### src/rtl/gmii_frame_tx.sv
// rtl/gmii_frame_tx.sv - GMII transmit framer: IFG, preamble/SFD, padding, CRC-32 FCS, underrun abort
module gmii_frame_tx #(
    parameter int IFG_BYTES      = 12,
    parameter int PREAMBLE_BYTES = 7,
    parameter int MIN_FRAME      = 60,
    parameter int APPEND_FCS     = 1,
    parameter int CNT_W          = 16
) (
    input  logic             clk,
    input  logic             rst,
    input  logic [7:0]       s_data,
    input  logic             s_valid,
    input  logic             s_last,
    output logic             s_ready,
    output logic             gmii_txctrl,
    output logic [7:0]       gmii_txdata,
    output logic             busy,
    output logic             underrun,
    output logic [CNT_W-1:0] frame_cnt
);

    typedef enum logic [2:0] {IDLE, PRE, SFD, DATA, PAD, FCS, IFG, DROP} state_t;

    localparam logic [3:0]       PRE_LAST = 4'(PREAMBLE_BYTES - 1);
    localparam logic [7:0]       IFG_LAST = 8'(IFG_BYTES - 1);
    localparam logic [11:0]      MIN_LEN  = 12'(MIN_FRAME);
    localparam logic [10:0]      LEN_MAX  = 11'h7FF;
    localparam logic [CNT_W-1:0] CNT_ONE  = CNT_W'(1);

    state_t           state, state_n;
    logic [3:0]       pcnt, pcnt_n;
    logic [7:0]       gcnt, gcnt_n;
    logic [10:0]      len, len_n, len_inc;
    logic [31:0]      crc, crc_n, fcs_word;
    logic [1:0]       fidx, fidx_n;
    logic [CNT_W-1:0] cnt_n;
    logic             txctrl_n, underrun_n, ready_n, busy_n;
    logic [7:0]       txdata_n;
    state_t           tail;

    // Reflected CRC-32, one byte LSB-first
    function automatic logic [31:0] crc_byte(input logic [31:0] c, input logic [7:0] d);
        logic [31:0] r;
        r = c;
        for (int i = 0; i < 8; i++) begin
            r = (r[0] ^ d[i]) ? ((r >> 1) ^ 32'hEDB88320) : (r >> 1);
        end
        return r;
    endfunction

    assign len_inc  = (len == LEN_MAX) ? len : len + 11'd1;
    assign fcs_word = ~crc;

    // Where a frame goes once the byte now being emitted brings the length to len_inc
    always_comb begin
        tail = IFG;
        if ({1'b0, len_inc} < MIN_LEN) begin
            tail = PAD;
        end else if (APPEND_FCS != 0) begin
            tail = FCS;
        end
    end

    always_comb begin
        state_n    = state;
        pcnt_n     = 4'd0;
        gcnt_n     = 8'd0;
        fidx_n     = 2'd0;
        len_n      = len;
        crc_n      = crc;
        cnt_n      = frame_cnt;
        txctrl_n   = 1'b0;
        txdata_n   = 8'h00;
        underrun_n = 1'b0;
        case (state)
            IDLE: begin
                if (s_valid) begin
                    txctrl_n = 1'b1;
                    txdata_n = 8'h55;
                    pcnt_n   = 4'd1;
                    state_n  = (PRE_LAST == 4'd0) ? SFD : PRE;
                end
            end
            PRE: begin
                txctrl_n = 1'b1;
                txdata_n = 8'h55;
                pcnt_n   = pcnt + 4'd1;
                if (pcnt == PRE_LAST) begin
                    state_n = SFD;
                end
            end
            SFD: begin
                txctrl_n = 1'b1;
                txdata_n = 8'hD5;
                crc_n    = 32'hFFFFFFFF;
                len_n    = 11'd0;
                state_n  = DATA;
            end
            DATA: begin
                if (s_valid) begin
                    txctrl_n = 1'b1;
                    txdata_n = s_data;
                    crc_n    = crc_byte(crc, s_data);
                    len_n    = len_inc;
                    if (s_last) begin
                        state_n = tail;
                    end
                end else begin
                    underrun_n = 1'b1;
                    state_n    = DROP;
                end
            end
            PAD: begin
                txctrl_n = 1'b1;
                crc_n    = crc_byte(crc, 8'h00);
                len_n    = len_inc;
                state_n  = tail;
            end
            FCS: begin
                txctrl_n = 1'b1;
                case (fidx)
                    2'd0:    txdata_n = fcs_word[7:0];
                    2'd1:    txdata_n = fcs_word[15:8];
                    2'd2:    txdata_n = fcs_word[23:16];
                    default: txdata_n = fcs_word[31:24];
                endcase
                fidx_n = fidx + 2'd1;
                if (fidx == 2'd3) begin
                    state_n = IFG;
                end
            end
            IFG: begin
                gcnt_n = gcnt + 8'd1;
                if (gcnt == IFG_LAST) begin
                    state_n = IDLE;
                end
            end
            DROP: begin
                if (s_valid && s_last) begin
                    state_n = IFG;
                end
            end
            default: state_n = IDLE;
        endcase
        // Entering the gap from anywhere but DROP means the frame went out whole
        if (state_n == IFG && state != IFG && state != DROP) begin
            cnt_n = frame_cnt + CNT_ONE;
        end
        ready_n = (state_n == DATA) || (state_n == DROP);
        busy_n  = (state_n != IDLE);
    end

    always_ff @(posedge clk or posedge rst) begin
        if (rst) begin
            state       <= IDLE;
            pcnt        <= 4'd0;
            gcnt        <= 8'd0;
            fidx        <= 2'd0;
            len         <= 11'd0;
            crc         <= 32'hFFFFFFFF;
            frame_cnt   <= '0;
            gmii_txctrl <= 1'b0;
            gmii_txdata <= 8'h00;
            underrun    <= 1'b0;
            s_ready     <= 1'b0;
            busy        <= 1'b0;
        end else begin
            state       <= state_n;
            pcnt        <= pcnt_n;
            gcnt        <= gcnt_n;
            fidx        <= fidx_n;
            len         <= len_n;
            crc         <= crc_n;
            frame_cnt   <= cnt_n;
            gmii_txctrl <= txctrl_n;
            gmii_txdata <= txdata_n;
            underrun    <= underrun_n;
            s_ready     <= ready_n;
            busy        <= busy_n;
        end
    end

endmodule

### config.mk
export PLATFORM = sky130hd
export DESIGN_NAME = gmii_frame_tx
export DESIGN_NICKNAME = d
export VERILOG_FILES = /design/src/rtl/gmii_frame_tx.sv
export SDC_FILE = /design/constraint.sdc
export NUM_CORES = 1
export LEC_CHECK = 0
export ABC_AREA = 1
export CORE_MARGIN = 1.5
export CORE_UTILIZATION = 25
export DETAILED_ROUTE_END_ITERATION = 12
export SETUP_SLACK_MARGIN = 0.02
export SLEW_MARGIN = 10
export SYNTH_ARGS = -nofsm -noshare
export SYNTH_HDL_FRONTEND = slang
export SYNTH_SLANG_ARGS = --single-unit
### constraint.sdc
create_clock -name clk -period 3.1 [get_ports clk]
set_input_delay 0.465 -clock clk [delete_from_list [all_inputs] [get_ports clk]]
set_output_delay 0.465 -clock clk [all_outputs]
set_load 0.005 [all_outputs]
==> run summary <==
tightest slew margin relative to the limit = 0.473
count of max-cap constraint violations = 0
count of port buffers added during placement = 39
buffer count from post-CTS setup fixing = 0
setup skew after layout = 0.0112 ns
peak supply drop = 0.000410 V
Primary FF master, synth = dfrtp_1
number of design rule violations left after detail routing = 0
synthesized net count = 930
CTS-repair resized insts = 0
core box area = 0.0259 mm2
TritonCTS Buffers = 9
most frequent standard cell in the layout excluding fill and tap cells = nand2_1
Die Footprint = 0.0272 mm2
Total GRT Usage = 0.156
GPL Wtd Cong = 0.978
Hold/Removal Path Class = flip-flop to flip-flop
count of different cell masters after synthesis = 49
pin count of the biggest net entering global routing = 42
share of total power in combinational logic = 0.598
Crit. Startpoint = crc[0]$_DFFE_PP1P_
commonest cells after routing, fill and taps aside = 265 x nand2_1, 98 x inv_1, 80 x nor2_1
Final ANT Viol Nets = 0
time the final worst path needs with I/O delays and setup = 2.37 ns
Worst Hold Launch = gcnt[0]$_DFF_PP0_
max-slew violation count = 0
most area-hungry cell type in the Yosys netlist = dfrtp_1
run status = finished, final reports clean
launch point of the worst reg-to-reg path = crc[0]$_DFFE_PP1P_
end-of-flow core utilization = 0.291
sequential fraction of the synthesis area = 0.342
Max Clock Freq = 423 MHz
count of inserted antenna diode cells = 0
cell count after synthesis = 909
number of flip-flops and latches in the synthesized netlist = 88
routed wire length per instance = 15.8 um
setup_tns = 0 ns
peak fanout along the critical path = 14
initial core utilization = 0.253
fraction of final layout cells sized beyond drive strength 1 = 0.116
worst skew pair latency = 0.36 ns
clock tree from TritonCTS = done
DP Cell Count = 1271
final setup fails = 0
Filler Cell Count = 2790
Net Sw Frac = 0.518
fraction of post-synthesis cell area in the top cell type by area = 0.214
die boundary width = 165 um
data arrival time at the worst-slack endpoint = 2.65 ns
share of flip-flops with an asynchronous set or reset after synthesis = 1.00
total overflow reported by the global router = 0
number of vias per cell = 4.83
Yosys warnings = 0
row count = 59
DRT Wirelength = 20300 um
Worst-path clk slew = 0.07 ns
dpl hpwl = 14700 um
internal power of the cells = 4.10 mW
smallest setup slack after layout = 0.733 ns
wire length of the first global-routing pass = 32400 um
netlist area before placement = 0.00655 mm2
number of antenna violations at the first check in global routing = 0
number of buffers added to fix hold violations after cts = 0
number of detailed-routing iterations run before antenna repair = 5
transition time of the tightest slew-check pin = 0.791 ns
clock root buffer = clkbuf_16
pre-CTS WS = 0.606 ns
H-tree lvl count = 3
fraction of power consumed by sequential logic = 0.272
EDFF count, synth = 0
clock net sink count = 88
number of standard cells in the final layout excluding fillers = 1287
DR iter-0 viols = 604
critical path capture point type = flip-flop
portion of the clock cycle consumed by the worst path in the final layout = 0.763
Max Buffers Root-to-Sink = 2
growth of design area from synthesis to finish = 15.1%
required time at the worst-slack endpoint = 3.38 ns
power spent charging and discharging nets = 4.40 mW
top post-synthesis cells by area = dfrtp_1 21%, nand2_1 15%, dfstp_2 13%
power per standard cell area = 1130 mW/mm2
detailed-route via count = 6221
I/O pin total = 40
via count of the first global-routing pass = 5886
Avg Inst Size Synth = 7.21 um2
sort of element at the start of the critical path = flip-flop
part of the power in the clock network = 0.130
CP Class = flip-flop to flip-flop
unrepaired setup endpoints after global routing = false
net total in the final layout = 968
height of the die = 165 um
final count of hold timing violations = 0
leakage = 3.51 nW
==> power groups by stage <==
stage | registers [mW] | clock network (mW) | logic, mW
2_1_floorplan | 2.00 | 0 | 3.95
3_3_place_gp | 2.31 | 0 | 4.90
3_5_place_dp | 2.30 | 0 | 4.96
4_1_cts | 2.29 | 1.13 | 4.98
5_1_grt | 2.35 | 1.17 | 5.61
6_report | 2.31 | 1.10 | 5.09
==> worst paths after layout <==
kind / slack [ns] / to / cells after the start
worst min register to register: 0.46 / gcnt[0]$_DFF_PP0_ / 1
min in group asynchronous: 0.54 / frame_cnt[13]$_DFFE_PP0P_ / 2
worst max-delay path: 0.73 / crc[20]$_DFFE_PP1P_ / 12
worst min-delay path: 0.46 / gcnt[0]$_DFF_PP0_ / 1
worst max register to register: 0.73 / crc[20]$_DFFE_PP1P_ / 12
max in group asynchronous: 1.74 / gcnt[4]$_DFF_PP0_ / 3
==> worst max-delay path, cell delays in order, from the launching register on <==
cell and delay [ns]:
dfstp_2 0.79, inv_4 0.13, nand2_1 0.09, nand2_1 0.15
nand2_2 0.12, nand2_4 0.15, inv_2 0.17, nand2_1 0.09
nand2_1 0.23, nand2_1 0.09, nand2_1 0.08, nand2_1 0.06
a21oi_1 0.13
==> registers in the layout (all words and copies together), names as in the netlist <==
register and count:
fidx 2, gmii_txdata 8, crc 32, gmii_txctrl 1
frame_cnt 16, s_ready 1, pcnt 4, underrun 1
gcnt 8, len 11, busy 1, state 3
==> final cells by class <==
class,count,area [um2],area share
clock inverters,4,47.5,0.00630
inverters,112,440,0.0584
well taps,335,419,0.0555
clock buffers,12,236,0.0313
multi-input cells,688,3700,0.491
repair buffers,48,458,0.0607
flip-flops and latches,88,2240,0.297
==> per-stage QoR <==
step / hold WS, ns / total power, mW / instance area, um2
floorplan: 0.433 / 5.94 / 6550
detailed placement: 0.452 / 7.26 / 7260
global route: 0.490 / 9.14 / 7550
global placement: 0.450 / 7.20 / 7260
CTS: 0.460 / 8.41 / 7550
finish: 0.462 / 8.50 / 7550
==> synthesized netlist by cell type, drive strengths merged (4+ instances only) <==
library cell / count
a31oi: 8
or2: 4
ha: 9
xnor2: 34
inv: 111
a22oi: 4
nor2: 88
o211ai: 6
xor2: 53
nand2: 288
nand4: 10
a32oi: 5
nand3: 69
buf: 19
dfrtp: 56
o21ai: 42
nor3: 5
a21oi: 42
o221ai: 4
dfstp: 32
==> layer usage <==
metal,vias to the layer above,GRT usage,wire length (um)
li1,2974,-,-
met1,2945,0.207,9040
met2,249,0.244,9120
met3,53,0.0284,1400
met4,0,0.0741,753
met5,-,0,0
==> cells by family (layout without fill, tap and decap cells) <==
logic type,count (synthesis),in the layout,synth area share
buf+inv,133,176,0.0930
simple gates,470,470,0.313
fa+ha+maj,9,9,0.0172
xor+xnor,87,87,0.126
compound gates,122,122,0.109
flops,88,88,0.342
(Power assumes the default switching activity.)
